**src/rtl/led_pkg.sv**
```systemverilog
// Shared constants for the LED fade stage: channel count, default PWM and
// decay settings, and small helpers for deriving counter widths.
package led_pkg;

  localparam int LED_NUM        = 8;
  localparam int PWM_BITS_DEF   = 8;
  localparam int DECAY_DIV_DEF  = 1_562_500;
  localparam int DECAY_STEP_DEF = 8;

  // Full-scale brightness for a given PWM width.
  function automatic int max_of(input int bits);
    return (1 << bits) - 1;
  endfunction

  localparam int MAX_DEF = max_of(PWM_BITS_DEF);

  // Width needed to count 0..n-1; at least one bit so a divider of 1 still builds.
  function automatic int cnt_width(input int n);
    return (n > 1) ? $clog2(n) : 1;
  endfunction

endpackage

```
**src/rtl/led_pwm_chan.sv**
```systemverilog
// One LED channel: brightness tracker with linear decay, duty latch that only
// changes at PWM period boundaries, and the registered output compare/mux.
module led_pwm_chan
  import led_pkg::*;
#(
  parameter int PWM_BITS   = PWM_BITS_DEF,
  parameter int DECAY_STEP = DECAY_STEP_DEF
) (
  input  logic                clk,
  input  logic                rstn,
  input  logic                i_led_q,
  input  logic                i_tick,
  input  logic [PWM_BITS-1:0] i_pwm_cnt,
  input  logic                i_pwm_last,
  input  logic                i_fade_en,
  output logic                o_led_out
);

  localparam logic [PWM_BITS-1:0] MAX_V  = {PWM_BITS{1'b1}};
  localparam logic [PWM_BITS-1:0] STEP_V = PWM_BITS'(DECAY_STEP);

  logic [PWM_BITS-1:0] r_bright;
  logic [PWM_BITS-1:0] r_duty;
  logic                r_led_out;
  logic                w_pwm_on;

  // Brightness: a lit input forces full scale (beating a coincident tick);
  // otherwise each tick walks it down and it saturates at zero.
  always_ff @(posedge clk) begin
    if (!rstn) begin
      r_bright <= '0;
    end else if (i_led_q) begin
      r_bright <= MAX_V;
    end else if (i_tick) begin
      r_bright <= (r_bright > STEP_V) ? (r_bright - STEP_V) : '0;
    end
  end

  // Duty latch: sample brightness on the last count of a period so a period
  // never sees its compare threshold change halfway through.
  always_ff @(posedge clk) begin
    if (!rstn) begin
      r_duty <= '0;
    end else if (i_pwm_last) begin
      r_duty <= r_bright;
    end
  end

  // Full-scale duty must stay on for the whole period, including the MAX count.
  assign w_pwm_on = (r_duty == MAX_V) | (i_pwm_cnt < r_duty);

  // Output register: PWM waveform in fade mode, raw registered status in bypass.
  always_ff @(posedge clk) begin
    if (!rstn) begin
      r_led_out <= 1'b0;
    end else begin
      r_led_out <= i_fade_en ? w_pwm_on : i_led_q;
    end
  end

  assign o_led_out = r_led_out;

endmodule

```
**src/rtl/led_fade_pwm.sv**
```systemverilog
// LED fade stage: registers the running-light status, runs the shared PWM
// and decay timebases, and fans them out to one fading channel per LED.
module led_fade_pwm
  import led_pkg::*;
#(
  parameter int PWM_BITS   = PWM_BITS_DEF,
  parameter int DECAY_DIV  = DECAY_DIV_DEF,
  parameter int DECAY_STEP = DECAY_STEP_DEF
) (
  input  logic               clk,
  input  logic               rstn,
  input  logic [LED_NUM-1:0] led_in,
  input  logic               fade_en,
  output logic [LED_NUM-1:0] led_out
);

  localparam int DIV_W = cnt_width(DECAY_DIV);
  localparam logic [PWM_BITS-1:0] PWM_LAST_V = {PWM_BITS{1'b1}};
  localparam logic [DIV_W-1:0]    DIV_LAST_V = DIV_W'(DECAY_DIV - 1);

  logic [LED_NUM-1:0]  r_led_in_q;
  logic [PWM_BITS-1:0] r_pwm_cnt;
  logic [DIV_W-1:0]    r_decay_cnt;
  logic                w_tick;
  logic                w_pwm_last;
  logic [LED_NUM-1:0]  w_led_out;

  // Input register: one stage between the upstream status and all channel logic.
  always_ff @(posedge clk) begin
    if (!rstn) begin
      r_led_in_q <= '0;
    end else begin
      r_led_in_q <= led_in;
    end
  end

  // PWM timebase: free-running, wraps naturally from MAX to 0.
  always_ff @(posedge clk) begin
    if (!rstn) begin
      r_pwm_cnt <= '0;
    end else begin
      r_pwm_cnt <= r_pwm_cnt + 1'b1;
    end
  end

  // Decay timebase: modulo-DECAY_DIV counter, independent of the PWM counter.
  always_ff @(posedge clk) begin
    if (!rstn) begin
      r_decay_cnt <= '0;
    end else if (r_decay_cnt == DIV_LAST_V) begin
      r_decay_cnt <= '0;
    end else begin
      r_decay_cnt <= r_decay_cnt + 1'b1;
    end
  end

  assign w_tick     = (r_decay_cnt == DIV_LAST_V);
  assign w_pwm_last = (r_pwm_cnt == PWM_LAST_V);

  genvar gi;
  generate
    for (gi = 0; gi < LED_NUM; gi++) begin : g_chan
      led_pwm_chan #(
        .PWM_BITS   (PWM_BITS),
        .DECAY_STEP (DECAY_STEP)
      ) u_chan (
        .clk        (clk),
        .rstn       (rstn),
        .i_led_q    (r_led_in_q[gi]),
        .i_tick     (w_tick),
        .i_pwm_cnt  (r_pwm_cnt),
        .i_pwm_last (w_pwm_last),
        .i_fade_en  (fade_en),
        .o_led_out  (w_led_out[gi])
      );
    end
  endgenerate

  assign led_out = w_led_out;

endmodule

```
**config.mk**
```make
export PLATFORM = sky130hd
export DESIGN_NAME = led_fade_pwm
export DESIGN_NICKNAME = d
export VERILOG_FILES = /design/src/rtl/led_pkg.sv /design/src/rtl/led_pwm_chan.sv /design/src/rtl/led_fade_pwm.sv
export SDC_FILE = /design/constraint.sdc
export NUM_CORES = 1
export LEC_CHECK = 0
export CORE_UTILIZATION = 67
export DETAILED_ROUTE_END_ITERATION = 10
export GPL_TIMING_DRIVEN = 0
export MAX_ROUTING_LAYER = met4
export PLACE_DENSITY = 0.85
export SYNTH_ARGS = -nofsm -noshare
export SYNTH_HDL_FRONTEND = slang
export SYNTH_SLANG_ARGS = --single-unit
```
**constraint.sdc**
```tcl
create_clock -name clk -period 6.1 [get_ports clk]
set_input_delay 1.525 -clock clk [delete_from_list [all_inputs] [get_ports clk]]
set_output_delay 1.525 -clock clk [all_outputs]
set_load 0.01 [all_outputs]
```
==> impl_results.md <==
* Run status: finished clean
* Setup repair after global routing missed its margin: no
* Worst setup path startpoint: g_chan[4].u_chan.o_led_out$_SDFF_PN0_
* Worst setup SP type: register
* Total number of nets in the final design at just over 1k
* Number of instances resized during post-cts repair at 0
* Overall via count from detail_route at 6,751
* Number of endpoints failing setup at the final stage at 0
* Path class of the lowest-slack min-delay path: reg2reg
* Routed wire per std cell at 17.71 um
* Overall routing resource usage at 36.47%
* Post-synthesis instance total at 899
* Async SR Flop Fraction at 0%
* Final cycle utilization of the critical path at 48.95%
* Max Clock Skew at approximately 7.6 ps
* Worst-margin pin slew at roughly 930 ps
* Global route overflow at 0
* Top-level port count at 19
* Count of flip-flops with a built-in enable after synthesis at 0
* Horizontal die dimension at roughly 110 um
* Ranking of synthesized cells by instance count: sky130_fd_sc_hd__dfxtp_1 (141), sky130_fd_sc_hd__nand2_1 (134), sky130_fd_sc_hd__a21oi_1 (81)
* Overall power of the completed layout at ~2.2 mW
* Required time at the endpoint of the critical path at 4580 ps
* Die Area at 0.01119 mm2
* DRT antenna net count at 0
* Post-detailed-routing wire length at 19.20 mm
* Placement Setup Slack at 2811 ps
* Startpoint of the most critical register-to-register path: r_pwm_cnt[4]$_SDFF_PN0_
* Post-synthesis cell area at 0.007217 mm2
* Start-to-end type of the worst setup path: reg2out
* Number of CTS-inserted buffers at 17
* Layout cells sized above 1 at 4.958%
* Starting density of the core at a little over two thirds
* Post-detailed-route DRC marker count at 0
* First-pass GRT wire length at between 30 and 40 mm
* Mean instance size in the synthesized netlist at 8.028 um2
* Leading area contributor after synthesis: sky130_fd_sc_hd__dfxtp_1
* Initial antenna violation count at 0
* Cell leakage power at 2.956 nW
* H-Tree Level Count at 4
* Min Clock Period, post-route at between 2000 and 3000 ps
* TritonCTS clock tree: built
* Achievable clock frequency at 0.3349 GHz
* Number of hold buffers added after cts at 0
* Maximum clock insertion buffer count at 2
* Power density relative to cell area at 268.6 mW/mm2
* Synthesized Nets at 976
* Critical Path Fanout Max at 1
* Layout overhead on the synthesized area at 12.69%
* Buffers added on ports at 17
* Worst Hold Slack at 456.4 ps
* Dominant synthesized flop cell: sky130_fd_sc_hd__dfxtp_1
* Proportion of netlist area held by the largest area contributor at 39.11%
* Most common cell in the synthesized netlist: sky130_fd_sc_hd__dfxtp_1
* Via-to-Cell Ratio at 6.228
* Kind of capture point of the worst setup path: output pin
* Count of max-cap constraint violations at 0
* Hold_sp: g_chan[4].u_chan.r_duty[5]$_SDFFE_PN0N_
* Fraction of the yosys area taken by sequential cells at between 30% and 40%
* Die extent in y at between 100 and 150 um
* Data arrival at the endpoint of the critical path at 1460 ps
* Number of pins with negative max-slew slack in the final report at 0
* Number of diodes at 0
* Leading cell types by total area after synthesis: sky130_fd_sc_hd__dfxtp_1 (39%), sky130_fd_sc_hd__ha_1 (11%), sky130_fd_sc_hd__nand2_1 (7.0%)
* Number of warnings reported in the yosys synthesis log at 0
* Clock root buffer: sky130_fd_sc_hd__clkbuf_8
* Number of cell rows at 37
* DPL Wire Length at 13.58 mm
* Largest net degree at the start of global routing at 17
* CTS clk-pin slew, worst paths at approximately 60 ps
* Fin. Hold Viols at 0
* Routability-driven placement congestion ratio at 0.9623
* Number of synthesized register bits at about 140
* Number of setup buffers added after CTS at 0
* PnR worst setup slack at 3114 ps
* Total negative slack at 0 ps
* Number of sinks handled by clock tree synthesis at ~140
* CORE AREA at 0.01037 mm2
* Number of unique standard cell types used by synthesis at 44
* DR iter-0 viols at 596
* Max-slew headroom at the worst pin at 37.43%
* Worst-skew pair later-pin latency at about 540 ps
* Peak ir drop on the vdd network at 190.8 uV
* Vias in the first global route at approximately 6.4k
* Number of search-and-repair iterations in the first detailed-routing pass at 7
-- final timing paths --
path / to / slack (ps) / cells past startpoint
setup / recovery: led_out[4] / 3110 / 2
hold / removal: g_chan[4].u_chan.r_duty[5]$_SDFFE_PN0N_ / 460 / 2
setup reg to reg: g_chan[3].u_chan.r_duty[2]$_SDFFE_PN0N_ / 3620 / 7
hold reg to reg: g_chan[4].u_chan.r_duty[5]$_SDFFE_PN0N_ / 460 / 2
-- through the flow --
step,area [um2],utilization [%],cells
6_report,8133,78.43,1084
3_5_place_dp,7557,72.88,1052
3_3_place_gp,7557,72.88,1052
2_1_floorplan,7217,-,899
4_1_cts,8133,78.43,1084
5_1_grt,8133,78.43,1084
-- routing by layer --
metal | up-vias | track usage, % | share of wire [%]
met3 | 57 | 6.555 | 8.4
met1 | 3115 | 45.47 | 42
met4 | 0 | 18.75 | 3.3
li1 | 3224 | - | -
met2 | 355 | 56.68 | 47
met5 | - | - | 0
-- sequential cells by signal (all words and copies together) (netlist names) --
register,cells
r_led_in_q,8
g_chan.u_chan.r_bright,48
r_decay_cnt,21
g_chan.u_chan.r_duty,48
g_chan.u_chan.o_led_out,8
r_pwm_cnt,8
-- cell usage in the layout (no fill, tap or decap), drive strengths merged, types with 11 or more instances in the layout --
cell           instances
a21oi                 81
nor2                  65
buf                   12
o21ai                 35
nand2                135
or3                   18
inv                   81
dfxtp                141
nor4                  12
clkdlybuf4s50         17
xor2                  15
nor3                  11
nand3                 14
a31oi                 39
clkbuf                52
ha                    66
nand4                 31
-- cells by family after synthesis --
| family | synth area share (%) |
|---|---|
| AOI/OAI and AO/OA | 16.85 |
| and+or+nand+nor | 22.80 |
| buffers and inverters | 7.004 |
| DFF | 39.11 |
| adders and majority gates | 11.44 |
| xor gates and xnor gates | 2.791 |
-- report_power, final --
part | switching (mW) | leakage [nW] | internal (mW)
registers | 0.0462 | 1.15 | 0.955
logic | 0.0986 | 1.52 | 0.0814
clock network | 0.392 | 0.279 | 0.611
-- worst max-delay path, stage by stage (launching register included) --
cell                              delay (ps)
sky130_fd_sc_hd__dfxtp_1                 310
sky130_fd_sc_hd__buf_4                    90
sky130_fd_sc_hd__clkdlybuf4s50_1         520
-- layout make-up --
type	count	area [um2]
buffer	43	201.4
clock buffer	21	459.2
clock inverter	11	116.4
fill	705	2237
inverter	81	304.0
multi-input combinational	634	3889
sequential	141	2823
tap	136	170.2
timing repair buffer	17	170.2
Note: power is estimated with default switching activity, not from simulation.
